`src/rtl/pps_monitor.sv`:
```
// pps_monitor: receive side of the 1 Hz PPS interface.
// Measures the period between PPS rising edges and checks it against CLK_DIV +/- TOL.
// Declares lock after LOCK_CNT consecutive good periods.
// Regenerates a clean one-cycle pps_out and keeps a seconds count.
// When the input disappears it free-runs in holdover for up to HOLD_MAX ticks.
module pps_monitor #(
  parameter logic [31:0] CLK_DIV  = 32'd50_000_000,
  parameter logic [31:0] TOL      = 32'd5_000,
  parameter logic [3:0]  LOCK_CNT = 4'd3,
  parameter logic [15:0] HOLD_MAX = 16'd10
) (
  input  logic        clk_50m,
  input  logic        reset_n,
  input  logic        pps_in,
  output logic [31:0] period,
  output logic        period_valid,
  output logic        pps_out,
  output logic [15:0] second,
  output logic        locked,
  output logic        holdover,
  output logic        pps_missing,
  output logic [7:0]  err_cnt
);

  localparam logic [1:0] IDLE   = 2'd0;
  localparam logic [1:0] ACQ    = 2'd1;
  localparam logic [1:0] LOCKED = 2'd2;
  localparam logic [1:0] HOLD   = 2'd3;

  localparam logic [31:0] PER_LO = CLK_DIV - TOL;
  localparam logic [31:0] PER_HI = CLK_DIV + TOL;
  localparam logic [31:0] WRAP   = CLK_DIV - 32'd1;

  logic        s1, s2, s3;
  logic        rise, good, timeout;
  logic [31:0] cnt, cnt_inc;
  logic [1:0]  state, state_n;
  logic [3:0]  good_cnt, good_cnt_n;
  logic [31:0] hold_cnt, hold_cnt_n;
  logic [15:0] hold_sec, hold_sec_n;
  logic        tick, miss, err;

  assign rise    = s2 & ~s3;
  assign cnt_inc = (cnt == 32'hFFFF_FFFF) ? cnt : cnt + 32'd1;
  assign good    = (cnt_inc >= PER_LO) && (cnt_inc <= PER_HI);
  assign timeout = (cnt == PER_HI) && !rise;

  // Two-flop synchroniser for the asynchronous pin, plus one delay stage for edge detection
  always_ff @(posedge clk_50m or negedge reset_n) begin
    if (!reset_n) {s3, s2, s1} <= 3'b000;
    else          {s3, s2, s1} <= {s2, s1, pps_in};
  end

  // Next-state and event decode; a rise always takes priority over timeout or a holdover tick
  always_comb begin
    state_n    = state;
    good_cnt_n = good_cnt;
    hold_cnt_n = hold_cnt;
    hold_sec_n = hold_sec;
    tick       = 1'b0;
    miss       = 1'b0;
    err        = 1'b0;
    case (state)
      IDLE: begin
        if (rise) begin
          state_n    = ACQ;
          good_cnt_n = 4'd0;
        end
      end
      ACQ: begin
        if (rise) begin
          if (good) begin
            good_cnt_n = good_cnt + 4'd1;
            if (good_cnt + 4'd1 == LOCK_CNT) begin
              state_n = LOCKED;
              tick    = 1'b1;
            end
          end else begin
            good_cnt_n = 4'd0;
            err        = 1'b1;
          end
        end else if (timeout) begin
          state_n = IDLE;
          miss    = 1'b1;
          err     = 1'b1;
        end
      end
      LOCKED: begin
        if (rise) begin
          if (good) begin
            tick = 1'b1;
          end else begin
            state_n    = ACQ;
            good_cnt_n = 4'd0;
            err        = 1'b1;
          end
        end else if (timeout) begin
          state_n    = HOLD;
          miss       = 1'b1;
          err        = 1'b1;
          tick       = 1'b1;
          hold_cnt_n = 32'd0;
          hold_sec_n = 16'd1;
        end
      end
      default: begin
        if (rise) begin
          state_n    = ACQ;
          good_cnt_n = 4'd0;
        end else if (hold_cnt == WRAP) begin
          hold_cnt_n = 32'd0;
          if (hold_sec == HOLD_MAX) begin
            state_n = IDLE;
          end else begin
            tick       = 1'b1;
            hold_sec_n = hold_sec + 16'd1;
          end
        end else begin
          hold_cnt_n = hold_cnt + 32'd1;
        end
      end
    endcase
  end

  // State, counters and registered outputs
  always_ff @(posedge clk_50m or negedge reset_n) begin
    if (!reset_n) begin
      cnt          <= 32'd0;
      state        <= IDLE;
      good_cnt     <= 4'd0;
      hold_cnt     <= 32'd0;
      hold_sec     <= 16'd0;
      period       <= 32'd0;
      period_valid <= 1'b0;
      pps_out      <= 1'b0;
      second       <= 16'd0;
      locked       <= 1'b0;
      holdover     <= 1'b0;
      pps_missing  <= 1'b0;
      err_cnt      <= 8'd0;
    end else begin
      cnt          <= rise ? 32'd0 : cnt_inc;
      state        <= state_n;
      good_cnt     <= good_cnt_n;
      hold_cnt     <= hold_cnt_n;
      hold_sec     <= hold_sec_n;
      // A rise seen from IDLE has no preceding edge to measure against
      period_valid <= rise && (state != IDLE);
      if (rise && (state != IDLE)) period <= cnt_inc;
      pps_out      <= tick;
      if (tick) second <= second + 16'd1;
      pps_missing  <= miss;
      if (err && (err_cnt != 8'hFF)) err_cnt <= err_cnt + 8'd1;
      locked       <= (state_n == LOCKED);
      holdover     <= (state_n == HOLD);
    end
  end

endmodule

```
`config.mk`:
```
export PLATFORM = sky130hd
export DESIGN_NAME = pps_monitor
export DESIGN_NICKNAME = d
export VERILOG_FILES = /design/src/rtl/pps_monitor.sv
export SDC_FILE = /design/constraint.sdc
export NUM_CORES = 1
export LEC_CHECK = 0
export BUFFER_PORTS_ARGS = -buffer_cell sky130_fd_sc_hd__buf_2
export CAP_MARGIN = 20
export CORE_AREA = 2 2 136 138
export CTS_CLUSTER_DIAMETER = 30
export CTS_CLUSTER_SIZE = 12
export DETAILED_ROUTE_END_ITERATION = 10
export DIE_AREA = 0 0 138 140
export HOLD_SLACK_MARGIN = 0.15
export PLACE_DENSITY = 0.59
export RECOVER_POWER = 50
export SETUP_SLACK_MARGIN = 0.02
export SYNTH_ARGS = -nofsm -noshare
export SYNTH_HDL_FRONTEND = slang
export SYNTH_SLANG_ARGS = --single-unit
```
`constraint.sdc`:
```
create_clock -name clk_50m -period 3.9 [get_ports clk_50m]
set_clock_uncertainty 0.15 [all_clocks]
set_input_delay 0.39 -clock clk_50m [delete_from_list [all_inputs] [get_ports clk_50m]]
set_output_delay 0.39 -clock clk_50m [all_outputs]
set_load 0.005 [all_outputs]
```
; ---- Word level (Yosys, flattened, before mapping)
; Index checks and enable logic that the tools add are counted.
; Widths: inputs -> output; s select.
[word_totals]
rom_bits = 0
register_bits = 150
n_memories = 0
ramBits = 0
word_cells = 100
latch_bits = 0
[classes]
n_eq_ne = 13
div_mod_pow = 0
shifts = 0
add_sub_neg = 6
n_lt_le_gt_ge = 2
bitwise_logic = 4
n_mux = 46
mul = 0
reduce_logical = 13
[ops]
columns = operator, n
row1 = $mux 32, 6
row2 = $mux 16, 5
row3 = $add 32x1->32 const B, 2
row4 = $eq 32x26->1 const B, 2
row5 = $pmux 32 s2, 1
row6 = $add 16x1->16 const B, 2
row7 = $eq 32x32->1 const B, 1
row8 = $ge 32x26->1 const B, 1
row9 = $le 32x26->1 const B, 1
row10 = $pmux 16 s2, 1
row11 = $mux 2, 11
row12 = $mux 4, 5
row13 = $eq 16x4->1 const B, 1
row14 = $mux 1, 14
row15 = $add 8x1->8 const B, 1
row16 = $ne 8x8->1 const B, 1
row17 = $pmux 4 s2, 1
row18 = $eq 2x2->1 const B, 3
row19 = $pmux 2 s3, 1
row20 = $reduce_and 5->1, 1
row21 = $add 4x1->4 const B, 1
row22 = $eq 4x2->1 const B, 1
row23 = $logic_and 1x1->1, 4
row24 = $ne 2x2->1 const B, 2
row25 = 11 further kinds, 15

; ---- Longest topological paths before layout
; Gate-level depths: netlist (run 1).
[logic_depth]
word_depth = 8
depth_mapped = 14
ltp_nobuf = 12

; ---- Least setup slack after synthesis (run 1)
; Ideal clock, no wire load.
[synth_timing]
path_kind = register to register
start = register cnt[0]
end = register second[1]
stages_incl_launch_ff = 13
arrival_ps = 3328
n_path_buf = 0
path_slack_ps = 297
required_time_ps = 3625
cell_sequence = dfrtp_1 -> ha_1 -> nand3_1 -> or4_4 -> a311oi_2 -> nand4_1 -> xor2_1 -> nor4_4 -> a21oi_2 -> a211oi_2 -> nand3_2 -> a21oi_1 -> mux2_2
[synth_via]
elab_chain_cells = 7
word_cells_on_any_way = 14
cone_classes = add/sub: 1 / order compare: 2 / eq/ne: 2 / mux: 7 / reduce/logical: 2
[synth_rtl]
columns = element, line
row1 = start: declaration, 36  ; logic [31:0] cnt, cnt_inc;
row2 = start signal: assignment, 142  ; cnt <= rise ? 32'd0 : cnt_inc;
row3 = $add 32x1->32 / $eq 32x32->1 (equally long branches), 44  ; assign cnt_inc = (cnt == 32'hFFFF_FFFF) ? cnt : cnt + 32'd1;
row4 = $mux 32, 44
row5 = $ge 32x26->1 / $le 32x26->1 (equally long branches), 45  ; assign good = (cnt_inc >= PER_LO) && (cnt_inc <= PER_HI);
row6 = $logic_and 1x1->1, 45
row7 = $mux 1 (on tied branches), "90, 72"
row8 = $mux 1 (on tied branches), "89, 71"
row9 = $pmux 1 s3 (*), 63  ; case (state)
row10 = named net tick, 41  ; logic tick, miss, err;
row11 = end signal: assignment, 151  ; if (tick) second <= second + 16'd1;
row12 = end: declaration, 18  ; output logic [15:0] second,
; Mark *: on every way through the listed nets, which the timed path passes. The rest lies on a longest branch.
; A chain may end at the register's enable or synchronous reset.

; ---- Worst setup path in the final report (run 1)
[layout_timing]
start = register cnt[1]
end = register second[12]
[layout_via]
elab_chain_cells = 7
word_cells_on_any_way = 14
cone_classes = add/sub: 1 / order compare: 2 / eq/ne: 2 / mux: 7 / reduce/logical: 2
[layout_rtl]
columns = element, line
row1 = $add 32x1->32 / $eq 32x32->1 (equally long branches), 44
row2 = $mux 32, 44
row3 = $ge 32x26->1 / $le 32x26->1 (equally long branches), 45
row4 = $logic_and 1x1->1, 45
row5 = $mux 1 (on tied branches), "90, 72"
row6 = $mux 1 (on tied branches), "89, 71"
row7 = $pmux 1 s3 (*), 63
; Mark *: on every way between the ends. The rest lies on a longest branch, timed or not.

==> summary.txt, run 1 <==
Critical path type: reg2reg
Switching part of the total: 26.2%
Yosys top cell area share: 47.3%
Drt via density: 5.50
Ys async rst share: 100%
Fillcell total: 1619
Hold WS: 0.199 ns
Largest net degree at the start of global routing: 88
Netlist Area Pre-Place: 7940 µm²
CP Max Fanout: 8
Tmin final: 3.70 ns
CTS root buffer: clkbuf_16
Crit path buf inv count: 1
Nets: 998
Pin slew with the least headroom to its limit: 2.15 ns
CP max stage delay: 0.53 ns
Worst-skew pair later-pin latency: 0.44 ns
Area Growth Syn to Fin: 20.3%
Residual DRC: 0
Routed via count: 6735
Antenna violations before repair: 0
Internal power: 2.62 mW
Hold Startpoint: s1$_DFF_PN0_
Number of global-route vias before repair: 6312
Synth Area in Compound Gates: 12.8%
Leak: 4.36 nW
Grt total ovfl: 0
Crit-path leading delay family: simple AND/OR/NAND/NOR gates
Max Freq: 0.270 GHz
CP Capture Type: flip-flop
# H-tree levels: 4
Mapped Cells: 867
Mux cell area share after synthesis: 0.426%
Post-synth top cells: dfrtp_1 (150), nor2_1 (103), nand2_1 (96), o21ai_0 (73), nand3_1 (56)
Largest family of logic cells by synthesized area: simple AND/OR/NAND/NOR gates
Post-synthesis area per instance: 9.16 µm²
Logic pwr share: 7.5%
DPL Wire Length: 13500 µm
Unique cell type count in the Yosys netlist: 71
Die X: 138 µm
Total wire length: 18900 µm
1st-iter DRT viols: 450
Adder-Cell Fraction of Synth Area: 2.05%
Share of cells above drive strength 1: 18.9%
Post-synth EDFFs: 0
Hold WC Path Type: reg2reg
IO Count: 64
Pre-antenna DRT Iters: 7
Synth Flop Type: dfrtp_1
TNS Setup: 0 ns
Yosys warning count: 0
Synth Net Count: 883
Antenna fix cells: 0
First-pass GRT wire length: 32300 µm
Startpoint Class: flip-flop
Seq cells post-synth: 150
Final hold vios: 0
Worst rel slew slack: -43.4%
Clk pwr share: 45.1%
Gr usage total: 20.2%
Sw power: 0.930 mW
Port-buffer cells: 63
Cts bufs inserted: 17
CORE AREA: 17800 µm²
Post-layout worst setup margin: 0.202 ns
Yosys top cell by area: dfrtp_1
CP max-delay cell: or4_4
Initial Util: 44.6%
DIE AREA: 19300 µm²
Outcome: finished, violations left
CTS clock-pin slew for the worst setup and hold paths: 0.07 ns
Die extent in y: 140 µm
GPL Wtd Cong: 0.886
Sequential element share of the synthesized area: 47.3%
Slew Limit Fails: 88
Failing checks: capacitance limit, slew limit
TritonCTS sink count: 150
# setup viols final: 0
Crit path launch: cnt[1]$_DFF_PN0_
Crit-path cells: ha_4 > nand3_4 > or4_4 > a311oi_4 > nand4_1 > xor2_2 > nor4_4 > a21oi_2 > a211oi_4 > nand3_4 > buf_6 > a2111oi_4 > xor2_1
Sequential Power Share: 47.3%
Crit-path most repeated cell: nand3_4
Setup Slack @ Placement: 0.0823 ns
Clk buf depth: 2
Top cells by area, synth: dfrtp_1 (47%), xor2_1 (5.0%), nor2_1 (4.9%), o21ai_0 (4.6%), nand2_1 (4.5%)
Maximum VDD drop: 0.323 mV
Arr. time, crit path: 3.91 ns
Most frequent cell after synthesis: dfrtp_1
Power Dens Cells: 371 nW/µm²
Tcrit/Tclk final: 94.8%
Worst r2r src: cnt[1]$_DFF_PN0_
Max Cap Viol: 1
Avg WL per Cell: 15.4 µm
CTS tree: yes
Area share of and/or/nand/nor cells after synthesis: 26.6%
Worst EP required: 4.11 ns
Row count: 49
Synth Area in XOR/XNOR: 7.72%
Post-DRT Antenna Nets: 0
==> cell usage in the layout (no fill, tap or decap), types with 26 or more instances in the layout <==
cell type and instances:
o21ai_0 73, a21oi_1 28, dfrtp_1 148, nand2_1 96, buf_4 62, buf_2 41, xor2_1 44, nand4_1 26
nand3_1 53, nor2_1 102
==> layout make-up <==
type	instances	area (µm²)	area share (%)
flip-flops and latches	150	3760	39.3
clock inverters	15	141	1.48
clock buffers	17	425	4.45
inverters	25	93.8	0.983
well taps	229	287	3.00
multi-input cells	657	4050	42.4
repair buffers	131	800	8.37
==> per-layer routing <==
| metal | GRT usage (%) | wire length (µm) | up-vias |
|---|---|---|---|
| met2 | 30.0 | 8510 | 145 |
| met5 | 0 | 0 | - |
| li1 | - | - | 3310 |
| met4 | 6.71 | 332 | 0 |
| met3 | 3.97 | 707 | 25 |
| met1 | 29.7 | 9300 | 3255 |
==> worst paths after layout <==
kind	slack (ns)	to	cells past startpoint
setup / recovery	0.20	second[12]$_DFFE_PN0P_	13
hold / removal	0.20	s2$_DFF_PN0_	0
setup reg to reg	0.20	second[12]$_DFFE_PN0P_	13
hold reg to reg	0.20	s2$_DFF_PN0_	0
max in group asynchronous	0.88	hold_sec[10]$_DFFE_PN0P_	3
min in group asynchronous	0.97	period[7]$_DFFE_PN0P_	2
==> flip-flops by register name, summed over array words and instances (netlist names) <==
register / flops
state: 2
pps_out: 1
second: 16
pps_missing: 1
locked: 1
s3: 1
good_cnt: 4
hold_cnt: 32
period_valid: 1
s2: 1
err_cnt: 8
period: 32
hold_sec: 16
holdover: 1
s1: 1
cnt: 32
==> metrics by stage <==
| stage | cell area, µm² | std cells | power [mW] | util, % |
|---|---|---|---|---|
| global route | 9550 | 1224 | 3.71 | 53.7 |
| global placement | 8850 | 1184 | 1.96 | 49.8 |
| floorplan | 7940 | 867 | 1.85 | - |
| CTS | 9430 | 1218 | 3.58 | 53.1 |
| detailed placement | 8850 | 1184 | 1.97 | 49.8 |
| finish | 9550 | 1224 | 3.55 | 53.7 |
==> cell families (layout without fill, tap and decap cells) <==
kind of cell,after synthesis,after routing
AOI/OAI and AO/OA,159,159
and+or+nand+nor,412,412
muxes,3,3
buffers and inverters,60,188
adders and majority gates,13,13
DFF,150,150
xor gates and xnor gates,70,70
==> timing repair <==
action / 4_1_cts / 5_1_grt
hold buffers: 2 / 0
resized for setup: 0 / 24
buffers inserted: 0 / 6
endpoints found under the hold margin: 86 / 0
endpoints found under the setup margin: 0 / 29
==> power by group through the flow <==
stage,Sequential (mW),Combinational [mW],Clock (mW)
after floorplan,1.69,0.159,0
after CTS,1.67,0.270,1.64
after detailed placement,1.70,0.268,0
after global routing,1.69,0.307,1.71
final,1.68,0.268,1.60
after global placement,1.70,0.267,0
No activity file was read; power rests on OpenSTA's default activity.
==> inputs of run 2 (changes only) <==
--- a/config.mk
+++ b/config.mk
@@ -7,11 +7,11 @@
 export LEC_CHECK = 0
 export BUFFER_PORTS_ARGS = -buffer_cell sky130_fd_sc_hd__buf_2
 export CAP_MARGIN = 20
-export CORE_AREA = 2 2 136 138
+export CORE_AREA = 5 5 139 141
 export CTS_CLUSTER_DIAMETER = 30
 export CTS_CLUSTER_SIZE = 12
 export DETAILED_ROUTE_END_ITERATION = 10
-export DIE_AREA = 0 0 138 140
+export DIE_AREA = 0 0 144 146
 export HOLD_SLACK_MARGIN = 0.15
 export PLACE_DENSITY = 0.59
 export RECOVER_POWER = 50
==> run 2 against run 1 <==
  * The flow still finishes with violations (capacitance limit, slew limit)
  * Global-route usage shrank 1.4 points
  * Critical path depth is the same
  * Routed wire length is essentially flat
  * Final cell count is essentially flat
  * Non-clock buffer count shrank 1
  * Via count shrank 1.5%
  * Design area grew 0.60%
  * Sequential cell count is the same
  * Critical path type unchanged
  * Largest power group is now clock
==> summary.txt, run 2 (synthesis results as in run 1) <==
Grt total ovfl: 0 (unchanged)
Die extent in y: 146 µm (+4.3%)
# setup viols final: 0 (unchanged)
Antenna fix cells: 0 (unchanged)
Residual DRC: 0 (unchanged)
Failing checks: capacitance limit, slew limit
Final Util: 53.9% (+0.14 points)
Hold path cells: 0 (unchanged)
PnR Total Power: 3.68 mW (+3.7%)
Leak: 4.34 nW (-0.53%)
Avg WL per Cell: 15.4 µm (+0.18%)
Pin slew with the least headroom to its limit: 2.45 ns (+0.300 ns)
Most frequent cells in the layout: dfrtp_1 (148), nor2_1 (103), nand2_1 (96)
CTS clock-pin slew for the worst setup and hold paths: 0.07 ns (about the same)
Total wire length: 18900 µm (about the same)
Startpoint Class: flip-flop
Arr. time, crit path: 3.95 ns (+0.04 ns)
Hold WC Path Type: reg2reg
Fillcell total: 1650 (+1.9%)
TritonCTS sink count: 150 (unchanged)
# H-tree levels: 4 (unchanged)
Worst rel slew slack: -63.4% (-20 points)
Crit-path cells: nand4_1 > buf_4 > or4_4 > a311oi_4 > nand4_1 > xor2_2 > nor4_4 > a21oi_2 > a211oi_4 > nand3_4 > buf_6 > a2111oi_4 > xor2_1
Slew Limit Fails: 100 (+14%)
DIE AREA: 21000 µm² (+8.8%)
Max Freq: 0.266 GHz (-1.4%)
Initial Util: 44.5% (-0.15 points)
Unrepaired setup endpoints after global routing: true
Final hold vios: 0 (unchanged)
Tmin final: 3.75 ns (+0.0543 ns)
CP Capture Type: flip-flop
Max Cap Viol: 1 (unchanged)
Pre-antenna DRT Iters: 5 (-2)
Worst EP required: 4.10 ns (about the same)
Largest regs: cnt: 32 flops, hold_cnt: 32 flops, period: 32 flops
Worst-skew pair later-pin latency: 0.43 ns (about the same)
Tcrit/Tclk final: 96.2% (+1.4 points)
Port-buffer cells: 63 (unchanged)
CORE AREA: 17800 µm² (+0.34%)
CP max-delay cell: or4_4
Maximum VDD drop: 0.325 mV (+0.75%)
Area Growth Syn to Fin: 21.0%
TNS Setup: 0 ns (unchanged)
Row count: 49 (unchanged)
Power Dens Cells: 383 nW/µm² (+3.1%)
Share of cells above drive strength 1: 18.2% (-0.69 points)
Crit-path most repeated cell: nand4_1
Nets: 997 (-0.10%)
GPL Wtd Cong: 0.890 (+0.44%)
CTS tree: yes
Hold Startpoint: s1$_DFF_PN0_
Drt via density: 5.42 (-1.4%)
R2R setup slack: 0.15 ns (-0.05 ns)
Routed via count: 6633 (-1.5%)
Worst reg2reg path depth: 13 (unchanged)
CP Max Fanout: 8 (unchanged)
Die X: 144 µm (+4.3%)
Outcome: finished, violations left
Multi-input logic area: 4070 µm² (+0.56%)
FF-to-FF End: second[12]$_DFFE_PN0P_
IO Count: 64 (unchanged)
Register area: 3760 µm² (unchanged)
Antenna violations before repair: 0 (unchanged)
Commonest non-fill, non-tap cell in the layout: dfrtp_1
Number of global-route vias before repair: 6484 (+2.7%)
1st-iter DRT viols: 357 (-21%)
Worst Hold Endpoint: s2$_DFF_PN0_
First-pass GRT wire length: 32600 µm (+0.96%)
DPL Wire Length: 13500 µm (+0.16%)
Hold WS: 0.198 ns (-0.000983 ns)
Gr usage total: 18.8% (-1.4 points)
Worst r2r src: cnt[14]$_DFF_PN0_
Clk buf depth: 2 (unchanged)
Largest net degree at the start of global routing: 100 (+14%)
CTS root buffer: clkbuf_16
Critical path type: reg2reg
Cts bufs inserted: 17 (unchanged)
Post-DRT Antenna Nets: 0 (unchanged)
CP max stage delay: 0.45 ns (-0.08 ns)
## run 2: final cells by class
type | instances | area share [%]
multi-input cells | 657 | 42.4
well taps | 229 | 2.98
inverters | 25 | 0.977
clock buffers | 17 | 4.43
repair buffers | 130 | 8.17
flip-flops and latches | 150 | 39.1
clock inverters | 15 | 1.99
## run 2: how the worst max path moves through the flow
stage	start	to
6_report	cnt[14]$_DFF_PN0_	second[12]$_DFFE_PN0P_
5_1_grt	cnt[14]$_DFF_PN0_	second[12]$_DFFE_PN0P_
4_1_cts	cnt[0]$_DFF_PN0_	second[12]$_DFFE_PN0P_
3_5_place_dp	cnt[0]$_DFF_PN0_	second[12]$_DFFE_PN0P_
3_3_place_gp	cnt[0]$_DFF_PN0_	second[12]$_DFFE_PN0P_
2_1_floorplan	cnt[0]$_DFF_PN0_	second[1]$_DFFE_PN0P_
## run 2: worst max-delay path: cells and delay by family, from the launching register on
family,cells,cell delay [ns]
compound gates,4,1.04
xor+xnor,2,0.37
buf+inv,2,0.38
flops,1,0.42
simple gates,5,1.31
## run 2: timing repair
item                                    4_1_cts  5_1_grt
resized for setup                             0       25
endpoints found under the setup margin        0       31
endpoints found under the hold margin        97        0
hold buffers                                  2        0
setup buffers                                 0        8
## run 2: report_power, final
part           switching (mW)  internal [mW]
combinational           0.166          0.113
clock                   0.704           1.02
sequential             0.0563           1.62
## run 2: metrics by stage
| stage | setup slack (ns) | cells | instance area [µm²] |
|---|---|---|---|
| after floorplan | 0.297 | 867 | 7940 |
| after global placement | 0.131 | 1181 | 8820 |
| after detailed placement | 0.0569 | 1181 | 8820 |
| after CTS | 0.0308 | 1215 | 9460 |
| after global routing | -0.0587 | 1223 | 9610 |
| final | 0.147 | 1223 | 9610 |
## run 2: routing by layer
layer	wire length, µm	vias up	GRT usage (%)	share of wire, %
li1	-	3298	-	-
met5	0	-	0	0
met4	277	0	5.41	1.5
met2	8640	98	28.5	46
met3	546	20	4.14	2.9
met1	9400	3217	27.2	50
